**src/rtl/operand_pkg.sv**
```systemverilog
// rtl/operand_pkg.sv - shared slot states, operand indices and default frame timing
package operand_pkg;

    typedef enum logic [1:0] {
        SHOW     = 2'd0,
        BLINK    = 2'd1,
        PENDING  = 2'd2,
        COOLDOWN = 2'd3
    } op_state_t;

    localparam int OP_PLUS  = 0;
    localparam int OP_MINUS = 1;

    localparam int DEF_NUM_OPERANDS    = 2;
    localparam int DEF_LIFETIME_FRAMES = 600;
    localparam int DEF_BLINK_FRAMES    = 120;
    localparam int DEF_BLINK_PERIOD    = 8;
    localparam int DEF_RESPAWN_FRAMES  = 180;
    localparam int DEF_CNT_W           = 10;

endpackage

```
**src/rtl/operand_slot_fsm.sv**
```systemverilog
// rtl/operand_slot_fsm.sv - per-slot visibility FSM: show, blink, pending hand-off, cooldown
module operand_slot_fsm
    import operand_pkg::*;
#(
    parameter int LIFETIME_FRAMES = DEF_LIFETIME_FRAMES,
    parameter int BLINK_FRAMES    = DEF_BLINK_FRAMES,
    parameter int BLINK_PERIOD    = DEF_BLINK_PERIOD,
    parameter int RESPAWN_FRAMES  = DEF_RESPAWN_FRAMES,
    parameter int CNT_W           = DEF_CNT_W
) (
    input  logic i_clk,
    input  logic i_reset,
    input  logic i_tick,
    input  logic i_hit,
    input  logic i_grant,
    output logic o_show,
    output logic o_pending
);

    localparam int               BLINK_BIT    = $clog2(BLINK_PERIOD);
    localparam logic [CNT_W-1:0] BLINK_START  = CNT_W'(LIFETIME_FRAMES - BLINK_FRAMES);
    localparam logic [CNT_W-1:0] LIFE_LAST    = CNT_W'(LIFETIME_FRAMES - 1);
    localparam logic [CNT_W-1:0] RESPAWN_LAST = CNT_W'(RESPAWN_FRAMES - 1);

    op_state_t        r_state;
    op_state_t        w_state_nxt;
    logic [CNT_W-1:0] r_cnt;
    logic [CNT_W-1:0] w_cnt_nxt;
    logic [CNT_W-1:0] w_cnt_inc;

    assign w_cnt_inc = r_cnt + CNT_W'(1);
    assign o_pending = (r_state == PENDING);

    always_ff @(posedge i_clk) begin
        if (i_reset) begin
            r_state <= SHOW;
            r_cnt   <= '0;
        end else begin
            r_state <= w_state_nxt;
            r_cnt   <= w_cnt_nxt;
        end
    end

    // A hit always beats a same-cycle expiry tick, so the hit test comes first.
    always_comb begin
        w_state_nxt = r_state;
        w_cnt_nxt   = r_cnt;
        o_show      = 1'b0;
        case (r_state)
            SHOW: begin
                o_show = 1'b1;
                if (i_hit) begin
                    w_state_nxt = PENDING;
                end else if (i_tick) begin
                    w_cnt_nxt = w_cnt_inc;
                    if (w_cnt_inc == BLINK_START) begin
                        w_state_nxt = BLINK;
                    end
                end
            end
            BLINK: begin
                o_show = ~r_cnt[BLINK_BIT];
                if (i_hit) begin
                    w_state_nxt = PENDING;
                end else if (i_tick) begin
                    if (r_cnt == LIFE_LAST) begin
                        w_state_nxt = COOLDOWN;
                        w_cnt_nxt   = '0;
                    end else begin
                        w_cnt_nxt = w_cnt_inc;
                    end
                end
            end
            PENDING: begin
                if (i_grant) begin
                    w_state_nxt = COOLDOWN;
                    w_cnt_nxt   = '0;
                end
            end
            COOLDOWN: begin
                if (i_tick) begin
                    if (r_cnt == RESPAWN_LAST) begin
                        w_state_nxt = SHOW;
                        w_cnt_nxt   = '0;
                    end else begin
                        w_cnt_nxt = w_cnt_inc;
                    end
                end
            end
            default: begin
                w_state_nxt = SHOW;
                w_cnt_nxt   = '0;
            end
        endcase
    end

endmodule

```
**src/rtl/operand_spawn_controller.sv**
```systemverilog
// rtl/operand_spawn_controller.sv - operand slot sequencing with round-robin hand-off to the score unit
module operand_spawn_controller
    import operand_pkg::*;
#(
    parameter int NUM_OPERANDS    = DEF_NUM_OPERANDS,
    parameter int LIFETIME_FRAMES = DEF_LIFETIME_FRAMES,
    parameter int BLINK_FRAMES    = DEF_BLINK_FRAMES,
    parameter int BLINK_PERIOD    = DEF_BLINK_PERIOD,
    parameter int RESPAWN_FRAMES  = DEF_RESPAWN_FRAMES,
    parameter int CNT_W           = DEF_CNT_W
) (
    input  logic                            i_clk,
    input  logic                            i_reset,
    input  logic                            i_start_of_frame,
    input  logic                            i_game_enable,
    input  logic [NUM_OPERANDS-1:0]         i_single_hit,
    output logic [NUM_OPERANDS-1:0]         o_show_operand,
    output logic                            o_apply_valid,
    output logic [$clog2(NUM_OPERANDS)-1:0] o_apply_idx,
    input  logic                            i_apply_ready,
    output logic [7:0]                      o_collected_cnt
);

    localparam int             IDX_W = $clog2(NUM_OPERANDS);
    localparam logic [IDX_W:0] N_W   = (IDX_W+1)'(NUM_OPERANDS);

    logic                    w_tick;
    logic                    w_xfer;
    logic [NUM_OPERANDS-1:0] w_pending;
    logic [NUM_OPERANDS-1:0] w_grant;
    logic [NUM_OPERANDS-1:0] w_pend_rot;
    logic                    w_found;
    logic [IDX_W:0]          w_sum;
    logic [IDX_W-1:0]        w_pick;
    logic [IDX_W-1:0]        w_idx_inc;

    logic                    r_apply_valid;
    logic [IDX_W-1:0]        r_apply_idx;
    logic [IDX_W-1:0]        r_rr_ptr;
    logic [7:0]              r_collected_cnt;

    assign w_tick  = i_start_of_frame & i_game_enable;
    assign w_xfer  = r_apply_valid & i_apply_ready;
    assign w_grant = w_xfer ? (NUM_OPERANDS'(1) << r_apply_idx) : '0;

    for (genvar g = 0; g < NUM_OPERANDS; g++) begin : g_slot
        operand_slot_fsm #(
            .LIFETIME_FRAMES (LIFETIME_FRAMES),
            .BLINK_FRAMES    (BLINK_FRAMES),
            .BLINK_PERIOD    (BLINK_PERIOD),
            .RESPAWN_FRAMES  (RESPAWN_FRAMES),
            .CNT_W           (CNT_W)
        ) u_slot (
            .i_clk     (i_clk),
            .i_reset   (i_reset),
            .i_tick    (w_tick),
            .i_hit     (i_single_hit[g] & i_game_enable),
            .i_grant   (w_grant[g]),
            .o_show    (o_show_operand[g]),
            .o_pending (w_pending[g])
        );
    end

    // Rotate pending so bit 0 is the RR pointer slot; the first set bit is the winner.
    always_comb begin
        w_pend_rot = NUM_OPERANDS'({w_pending, w_pending} >> r_rr_ptr);
        w_found    = 1'b0;
        w_sum      = '0;
        for (int k = 0; k < NUM_OPERANDS; k++) begin
            if (!w_found && w_pend_rot[k]) begin
                w_found = 1'b1;
                w_sum   = {1'b0, r_rr_ptr} + (IDX_W+1)'(k);
            end
        end
        w_pick = (w_sum >= N_W) ? IDX_W'(w_sum - N_W) : IDX_W'(w_sum);
    end

    assign w_idx_inc = (r_apply_idx == IDX_W'(NUM_OPERANDS - 1)) ? '0 : r_apply_idx + IDX_W'(1);

    always_ff @(posedge i_clk) begin
        if (i_reset) begin
            r_apply_valid   <= 1'b0;
            r_apply_idx     <= '0;
            r_rr_ptr        <= '0;
            r_collected_cnt <= '0;
        end else if (w_xfer) begin
            r_apply_valid <= 1'b0;
            r_rr_ptr      <= w_idx_inc;
            if (r_collected_cnt != 8'hFF) begin
                r_collected_cnt <= r_collected_cnt + 8'd1;
            end
        end else if (!r_apply_valid && w_found) begin
            r_apply_valid <= 1'b1;
            r_apply_idx   <= w_pick;
        end
    end

    assign o_apply_valid   = r_apply_valid;
    assign o_apply_idx     = r_apply_idx;
    assign o_collected_cnt = r_collected_cnt;

endmodule

```
**config.mk**
```make
export PLATFORM = sky130hd
export DESIGN_NAME = operand_spawn_controller
export DESIGN_NICKNAME = d
export VERILOG_FILES = /design/src/rtl/operand_pkg.sv /design/src/rtl/operand_slot_fsm.sv /design/src/rtl/operand_spawn_controller.sv
export SDC_FILE = /design/constraint.sdc
export NUM_CORES = 1
export LEC_CHECK = 0
export BUFFER_PORTS_ARGS = -buffer_cell sky130_fd_sc_hd__buf_4
export CORE_ASPECT_RATIO = 1.5
export CORE_MARGIN = 2
export CORE_UTILIZATION = 50
export DETAILED_ROUTE_END_ITERATION = 8
export PLACE_DENSITY_LB_ADDON = 0.15
export SLEW_MARGIN = 40
export SYNTH_ARGS = -nofsm -noshare
export SYNTH_HDL_FRONTEND = slang
export SYNTH_HIERARCHICAL = 1
export SYNTH_SLANG_ARGS = --single-unit
```
**constraint.sdc**
```tcl
create_clock -name i_clk -period 2.9 [get_ports i_clk]
set_clock_uncertainty 0.1 [all_clocks]
set_input_delay 0.145 -clock i_clk [delete_from_list [all_inputs] [get_ports i_clk]]
set_output_delay 0.145 -clock i_clk [all_outputs]
set_load 0.05 [all_outputs]
```
==> run summary, run 1 <==
Max-Cap Viols: 0
Vias in the first global route: 2119
Most frequent cells after synthesis: 35 x dfxtp_1, 29 x nand2_1, 26 x nand3_1
Worst Setup Start Kind: flop
Hold Crit Start: i_apply_ready
Hold Crit Depth: 3
Yosys warns: 6
Vias: 2296
Class of the most critical hold timing path: input pin to flop
Fin util: 57.1%
R2r endpoint: g_slot[0].u_slot/r_cnt[8]$_SDFFE_PP0P_
Die height: 89.2 um
Setup violators final: 0
Seq pwr share: 41.4%
Final ANT Viol Nets: 0
Cell count after placement: 378
Initial detailed-routing violation count: 125
Sequential-to-total area share from yosys stat: 28.9%
Int Pwr: 0.868 mW
Post-synth top area share: 28.9%
Worst-Margin Slew: 511 ps
Clock slew at reported path FFs: 80 ps
Total power: 1.29 mW
Fmax: 435 MHz
Setup tns final: 0 ps
Slowest-stage cell, CP: dfxtp_1
Initial antenna violation count: 0
CP Cell Sequence: or3b_1 > o41ai_2 > nand3b_2 > and3_1 > a221o_1
Total CTS buffers: 5
Gate power share: 23.9%
GRT Overall Usage: 22.5%
Global-route wire length before repair: 9.44 mm
Clk buf depth: 2
I/O Pins: 19
Avg WL per Cell: 14.3 um
Minimum clock period: 2300 ps
Area Overhead vs Synth: 11.6%
CTS tree: yes
Clock root buffer: clkbuf_8
CP max FO: 17
Post-CTS Hold Fix Bufs: 0
Layout Cells excl Fill: 386
Cell Rows: 31
WP data required: 2990 ps
CTS-repair resized insts: 0
Fill cells: 477
H-tree depth: 2
Setup WS pre-CTS: 613 ps
Grt ovf: 0
Avg Cell Area, Syn: 7.94 um2
Top FF cell, synth: dfxtp_1
Fin crit share: 79.2%
Layout cell share with drive strength beyond 1: 13.1%
Worst Setup End Kind: flop
Die Area: 5430 um2
Clk sink count: 35
Placed cell area: 2590 um2
Routed wire length: 5.53 mm
Asr flop ratio synth: 0%
Largest area contributor in the synthesized netlist: dfxtp_1
Die width: 60.8 um
Max incr delay on CP: 430 ps
Gpl congestion: 0.826
# nets final: 337
Post-CTS Setup Inserts: 0
Pwr/cell area: 476 nW/um2
Worst R2R Setup Slack: 600 ps
Leak Pwr: 0.914 nW
Cell variety after synth: 48
Final HPWL DP: 4.02 mm
Initial Util: 51.2%
Clk_lat worst skew: 290 ps
WS Path Type: flop to flop
Via-to-Cell Ratio: 5.95
Depth of the worst register-to-register path: 5
Final instance area: 2700 um2
Hold Path Sink: r_rr_ptr$_SDFFE_PP0P_
#FFs+latches synth: 35
PortBufs: 18
Hold slack: 132 ps
Synth Cell Area: 2420 um2
WP data arrival: 2380 ps
Core area: 4730 um2
# DRC: 0
Post-route worst setup slack: 603 ps
Status: complete, no violations
Pins over their slew limit: 0
Top-count cell post-synth: dfxtp_1
CP delay by family, top: simple AND/OR/NAND/NOR gates
Ant. Diodes: 0
EDFF count, synth: 0
Sw Share: 32.6%
Fin. Hold Viols: 0
Post-Syn Nets: 323
Syn Inst Count: 305
Worst r2r src: g_slot[0].u_slot/r_cnt[4]$_SDFFE_PP0P_
Largest net degree at the start of global routing: 48
RSZ-0062 raised after global routing: false
Worst Path Buf+Inv: 0
Power share of the clock group: 34.7%
Top cells by area, synth: dfxtp_1 29%, ha_1 5.7%, nand3_1 5.4%
First-pass DRT Iterations: 4
Slew margin rel.: 65.8%
Peak VDD IR: 0.000528 V
Sw power: 0.419 mW
[sequential cells by signal, indices dropped and copies added (netlist names)]
name                   flops
r_rr_ptr                   1
g_slot.u_slot/r_state      4
o_apply_idx                1
o_apply_valid              1
g_slot.u_slot/r_cnt       20
o_collected_cnt            8
[final cells by class]
cell class	instances	area [um2]	share of cell area, %
clock buffers	5	68.8	2.55
clock inverters	3	43.8	1.62
inverters	13	48.8	1.81
multi-input cells	245	1620	59.8
flip-flops and latches	35	701	25.9
well taps	66	82.6	3.06
repair buffers	19	143	5.28
[how the worst max path moves through the flow]
stage	startpoint	end	slack, ps	depth (start not counted)
detailed placement	g_slot[0].u_slot/r_cnt[7]$_SDFFE_PP0P_	g_slot[0].u_slot/r_cnt[8]$_SDFFE_PP0P_	610	5
global route	g_slot[1].u_slot/r_cnt[7]$_SDFFE_PP0P_	g_slot[1].u_slot/r_cnt[9]$_SDFFE_PP0P_	460	5
global placement	g_slot[0].u_slot/r_cnt[7]$_SDFFE_PP0P_	g_slot[0].u_slot/r_cnt[8]$_SDFFE_PP0P_	680	5
finish	g_slot[0].u_slot/r_cnt[4]$_SDFFE_PP0P_	g_slot[0].u_slot/r_cnt[8]$_SDFFE_PP0P_	600	5
CTS	g_slot[1].u_slot/r_cnt[7]$_SDFFE_PP0P_	g_slot[1].u_slot/r_cnt[9]$_SDFFE_PP0P_	600	5
floorplan	o_apply_valid$_SDFFE_PP0P_	g_slot[0].u_slot/r_cnt[8]$_SDFFE_PP0P_	640	7
[power groups by stage]
stage | clock network (mW) | logic [mW] | registers (mW)
global placement | 0 | 0.304 | 0.544
CTS | 0.458 | 0.311 | 0.533
floorplan | 0 | 0.219 | 0.559
detailed placement | 0 | 0.309 | 0.545
global route | 0.479 | 0.338 | 0.538
finish | 0.446 | 0.308 | 0.532
[worst register-to-register path, cell delays in order, from the launching register on]
cell and delay (ps):
dfxtp_1 430, or3b_1 410, o41ai_2 390, nand3b_2 340, and3_1 270, a221o_1 250
[cell usage in the layout, fill, tap and decap left out, types with 3 or more instances in the layout]
cell and count:
nor4_1 8, or3_1 5, clkbuf_8 5, nand2_1 29, a221o_1 4, or2_2 4, nand3_1 26, buf_4 19
nor2_1 15, a21oi_1 15, inv_1 13, nor2b_1 15, nor3_1 15, dfxtp_1 35, mux2i_1 5, ha_1 11
and2_1 4, or4bb_1 4, a31oi_1 9, o211ai_1 3, nand4b_1 4, nand3b_1 4, and3_1 6, a211oi_1 4
o31ai_1 7, o21ai_0 4, nand2b_1 10
[cells by family (layout without fill, tap and decap cells)]
logic type / count (synthesis) / in the layout / synth area share (%)
simple gates: 160 / 160 / 37.2
fa+ha+maj: 11 / 11 / 5.68
flops: 35 / 35 / 28.9
mux: 7 / 7 / 3.00
compound gates: 65 / 65 / 20.1
xor+xnor: 2 / 2 / 0.723
buf+inv: 25 / 40 / 4.39
[metal layers]
layer  global-route usage, %  vias to the layer above  wire length [um]
met2                    40.3                       42              2990
li1                        -                     1166                 -
met4                    8.50                        0                46
met3                    4.63                        6               164
met5                       0                        -                 0
met1                    25.7                     1082              2330
(Power assumes the default switching activity.)
==> run 2: changes to the inputs <==
==> constraint.sdc (replaced) <==
create_clock -name i_clk -period 2 [get_ports i_clk]
set_clock_uncertainty 0.1 [all_clocks]
set_input_delay 0.1 -clock i_clk [delete_from_list [all_inputs] [get_ports i_clk]]
set_output_delay 0.1 -clock i_clk [all_outputs]
set_load 0.05 [all_outputs]
==> run summary, run 2 (synthesis gave the netlist of run 1 again) <==
CP Cell Sequence: or4bb_1 > o31ai_2 > nand3b_4 > and3_4 > a221o_1
Leak Pwr: 1.23 nW (+35%)
Grt ovf: 0 (unchanged)
Post-route worst setup slack: 7.55 ps (-595 ps)
Die width: 60.8 um (unchanged)
Fin. Hold Viols: 0 (unchanged)
Clk sink count: 35 (unchanged)
Clock root buffer: clkbuf_8
Die height: 89.2 um (unchanged)
Fin util: 69.7% (+13 points)
Total power: 2.00 mW (+56%)
I/O Pins: 19 (unchanged)
PortBufs: 18 (unchanged)
Post-CTS Setup Inserts: 0 (unchanged)
Clk_lat worst skew: 290 ps (about the same)
Depth of the worst register-to-register path: 5 (unchanged)
Slew margin rel.: 67.2% (+1.5 points)
Hold Crit Depth: 3 (unchanged)
Int Pwr: 1.33 mW (+53%)
WP data arrival: 2070 ps (-310 ps)
Placed cell area: 2970 um2 (+15%)
Gate power share: 31.3% (+7.4 points)
Die Area: 5430 um2 (unchanged)
R2r endpoint: g_slot[0].u_slot/r_cnt[8]$_SDFFE_PP0P_
CTS tree: yes
Cell Rows: 31 (unchanged)
WP data required: 2080 ps (-910 ps)
Final ANT Viol Nets: 0 (unchanged)
# nets final: 386 (+15%)
RSZ-0062 raised after global routing: true
Via-to-Cell Ratio: 5.91 (-0.71%)
Vias in the first global route: 2385 (+13%)
Initial detailed-routing violation count: 133 (+6.4%)
Max incr delay on CP: 580 ps (+150 ps)
Fmax: 502 MHz (+15%)
Pins over their slew limit: 0 (unchanged)
Final instance area: 3300 um2 (+22%)
Core area: 4730 um2 (unchanged)
Vias: 2569 (+12%)
CP max FO: 6 (-11)
Gpl congestion: 0.949 (+15%)
Routed wire length: 7.00 mm (+27%)
Minimum clock period: 1990 ps (-305 ps)
WS Path Type: flop to flop
Ant. Diodes: 0 (unchanged)
Hold Crit Start: i_apply_ready
Initial antenna violation count: 0 (unchanged)
Worst-Margin Slew: 491 ps (-19.9 ps)
Initial Util: 51.2% (unchanged)
Fin crit share: 99.6% (+20 points)
Peak VDD IR: 0.000460 V (-13%)
Worst r2r src: g_slot[0].u_slot/r_cnt[7]$_SDFFE_PP0P_
Hold slack: 104 ps (-28.4 ps)
Layout cell share with drive strength beyond 1: 34.4% (+21 points)
Class of the most critical hold timing path: input pin to flop
Sw power: 0.675 mW (+61%)
Largest register FFs: 20 (unchanged)
Clock slew at reported path FFs: 80 ps (about the same)
Largest net degree at the start of global routing: 48 (unchanged)
Sw Share: 33.8% (+1.2 points)
Worst Setup Start Kind: flop
Hold Path Sink: r_rr_ptr$_SDFFE_PP0P_
Status: complete, no violations
Slowest-stage cell, CP: or4bb_1
Setup violators final: 0 (unchanged)
Area Overhead vs Synth: 36.2%
Avg WL per Cell: 16.1 um (+12%)
Global-route wire length before repair: 10.7 mm (+13%)
GRT Overall Usage: 25.9% (+3.3 points)
Pwr/cell area: 606 nW/um2 (+27%)
# DRC: 0 (unchanged)
Total CTS buffers: 5 (unchanged)
H-tree depth: 2 (unchanged)
First-pass DRT Iterations: 4 (unchanged)
Clk buf depth: 2 (unchanged)
Worst Setup End Kind: flop
Seq pwr share: 38.3% (-3.1 points)
Setup WS pre-CTS: -26.5 ps (-639 ps)
Worst R2R Setup Slack: 8 ps (-600 ps)
Top reg by flops: g_slot.u_slot/r_cnt
Leading cell type in the layout, fill and taps excluded: buf_4
Commonest non-fill, non-tap cells in the layout: 63 x buf_4, 27 x nand2_1, 25 x nand3_1, 25 x dfxtp_1
Power share of the clock group: 30.4% (-4.3 points)
Max-Cap Viols: 0 (unchanged)
Final HPWL DP: 4.79 mm (+19%)
run 2: cell count changes in the layout (fill, tap and decap cells not counted), moves of 4 or more:
cell / previous run / this run
o31ai_1: 7 / 3
dfxtp_2: 0 / 9
ha_1: 11 / 6
dfxtp_1: 35 / 25
ha_2: 0 / 5
buf_6: 0 / 4
buf_4: 19 / 63
nor4_1: 8 / 3
run 2: final cells by class:
cell class | count | area, um2
clock buffer | 6 | 93.8
clock inverter | 2 | 13.8
fill | 420 | 1430
inverter | 13 | 48.8
multi-input combinational | 245 | 1820
sequential | 35 | 716
tap | 66 | 82.6
timing repair buffer | 68 | 523
run 2: through the flow:
step | cells | TNS, ps
3_3_place_gp | 426 | -10.3
2_1_floorplan | 305 | 0
6_report | 435 | 0
5_1_grt | 435 | -313
3_5_place_dp | 426 | -27.1
4_1_cts | 434 | 0
run 2: power groups by stage:
| stage | logic [mW] | registers, mW | clock network, mW |
|---|---|---|---|
| after global placement | 0.560 | 0.779 | 0 |
| after floorplan | 0.327 | 0.815 | 0 |
| after detailed placement | 0.568 | 0.779 | 0 |
| after CTS | 0.579 | 0.763 | 0.617 |
| after global routing | 0.677 | 0.772 | 0.656 |
| final | 0.627 | 0.766 | 0.607 |
run 2: worst max-delay path by stage:
| stage | depth (start not counted) | endpoint | startpoint |
|---|---|---|---|
| finish | 5 | g_slot[0].u_slot/r_cnt[8]$_SDFFE_PP0P_ | g_slot[0].u_slot/r_cnt[7]$_SDFFE_PP0P_ |
| global route | 6 | g_slot[1].u_slot/r_cnt[9]$_SDFFE_PP0P_ | g_slot[1].u_slot/r_state[0]$_SDFFE_PP0P_ |
| CTS | 6 | g_slot[0].u_slot/r_cnt[8]$_SDFFE_PP0P_ | g_slot[0].u_slot/r_state[0]$_SDFFE_PP0P_ |
| detailed placement | 7 | g_slot[0].u_slot/r_state[1]$_SDFFE_PP0P_ | i_game_enable |
| global placement | 7 | g_slot[0].u_slot/r_state[1]$_SDFFE_PP0P_ | i_game_enable |
| floorplan | 6 | g_slot[0].u_slot/r_cnt[8]$_SDFFE_PP0P_ | g_slot[0].u_slot/r_state[1]$_SDFFE_PP0P_ |
run 2: critical path, delay by kind of cell, from the launching register on:
kind	cells	cell delay, ps
AOI/OAI and AO/OA	2	550
DFF	1	340
and+or+nand+nor	3	900
run 2: timing repair:
action,4_1_cts,5_1_grt
gates resized for setup,3,41
cloned,0,1
hold buffers,0,0
pin swaps,0,8
setup endpoints to repair,3,23
run 2: routing by layer:
metal	GRT usage, %	part of all wire, %	routed length, um	vias to the layer above
met2	46.0	55	3870	54
met5	0	0	0	-
met3	3.47	2.2	157	23
met4	15.0	3.9	276	0
li1	-	-	-	1259
met1	28.4	39	2700	1233
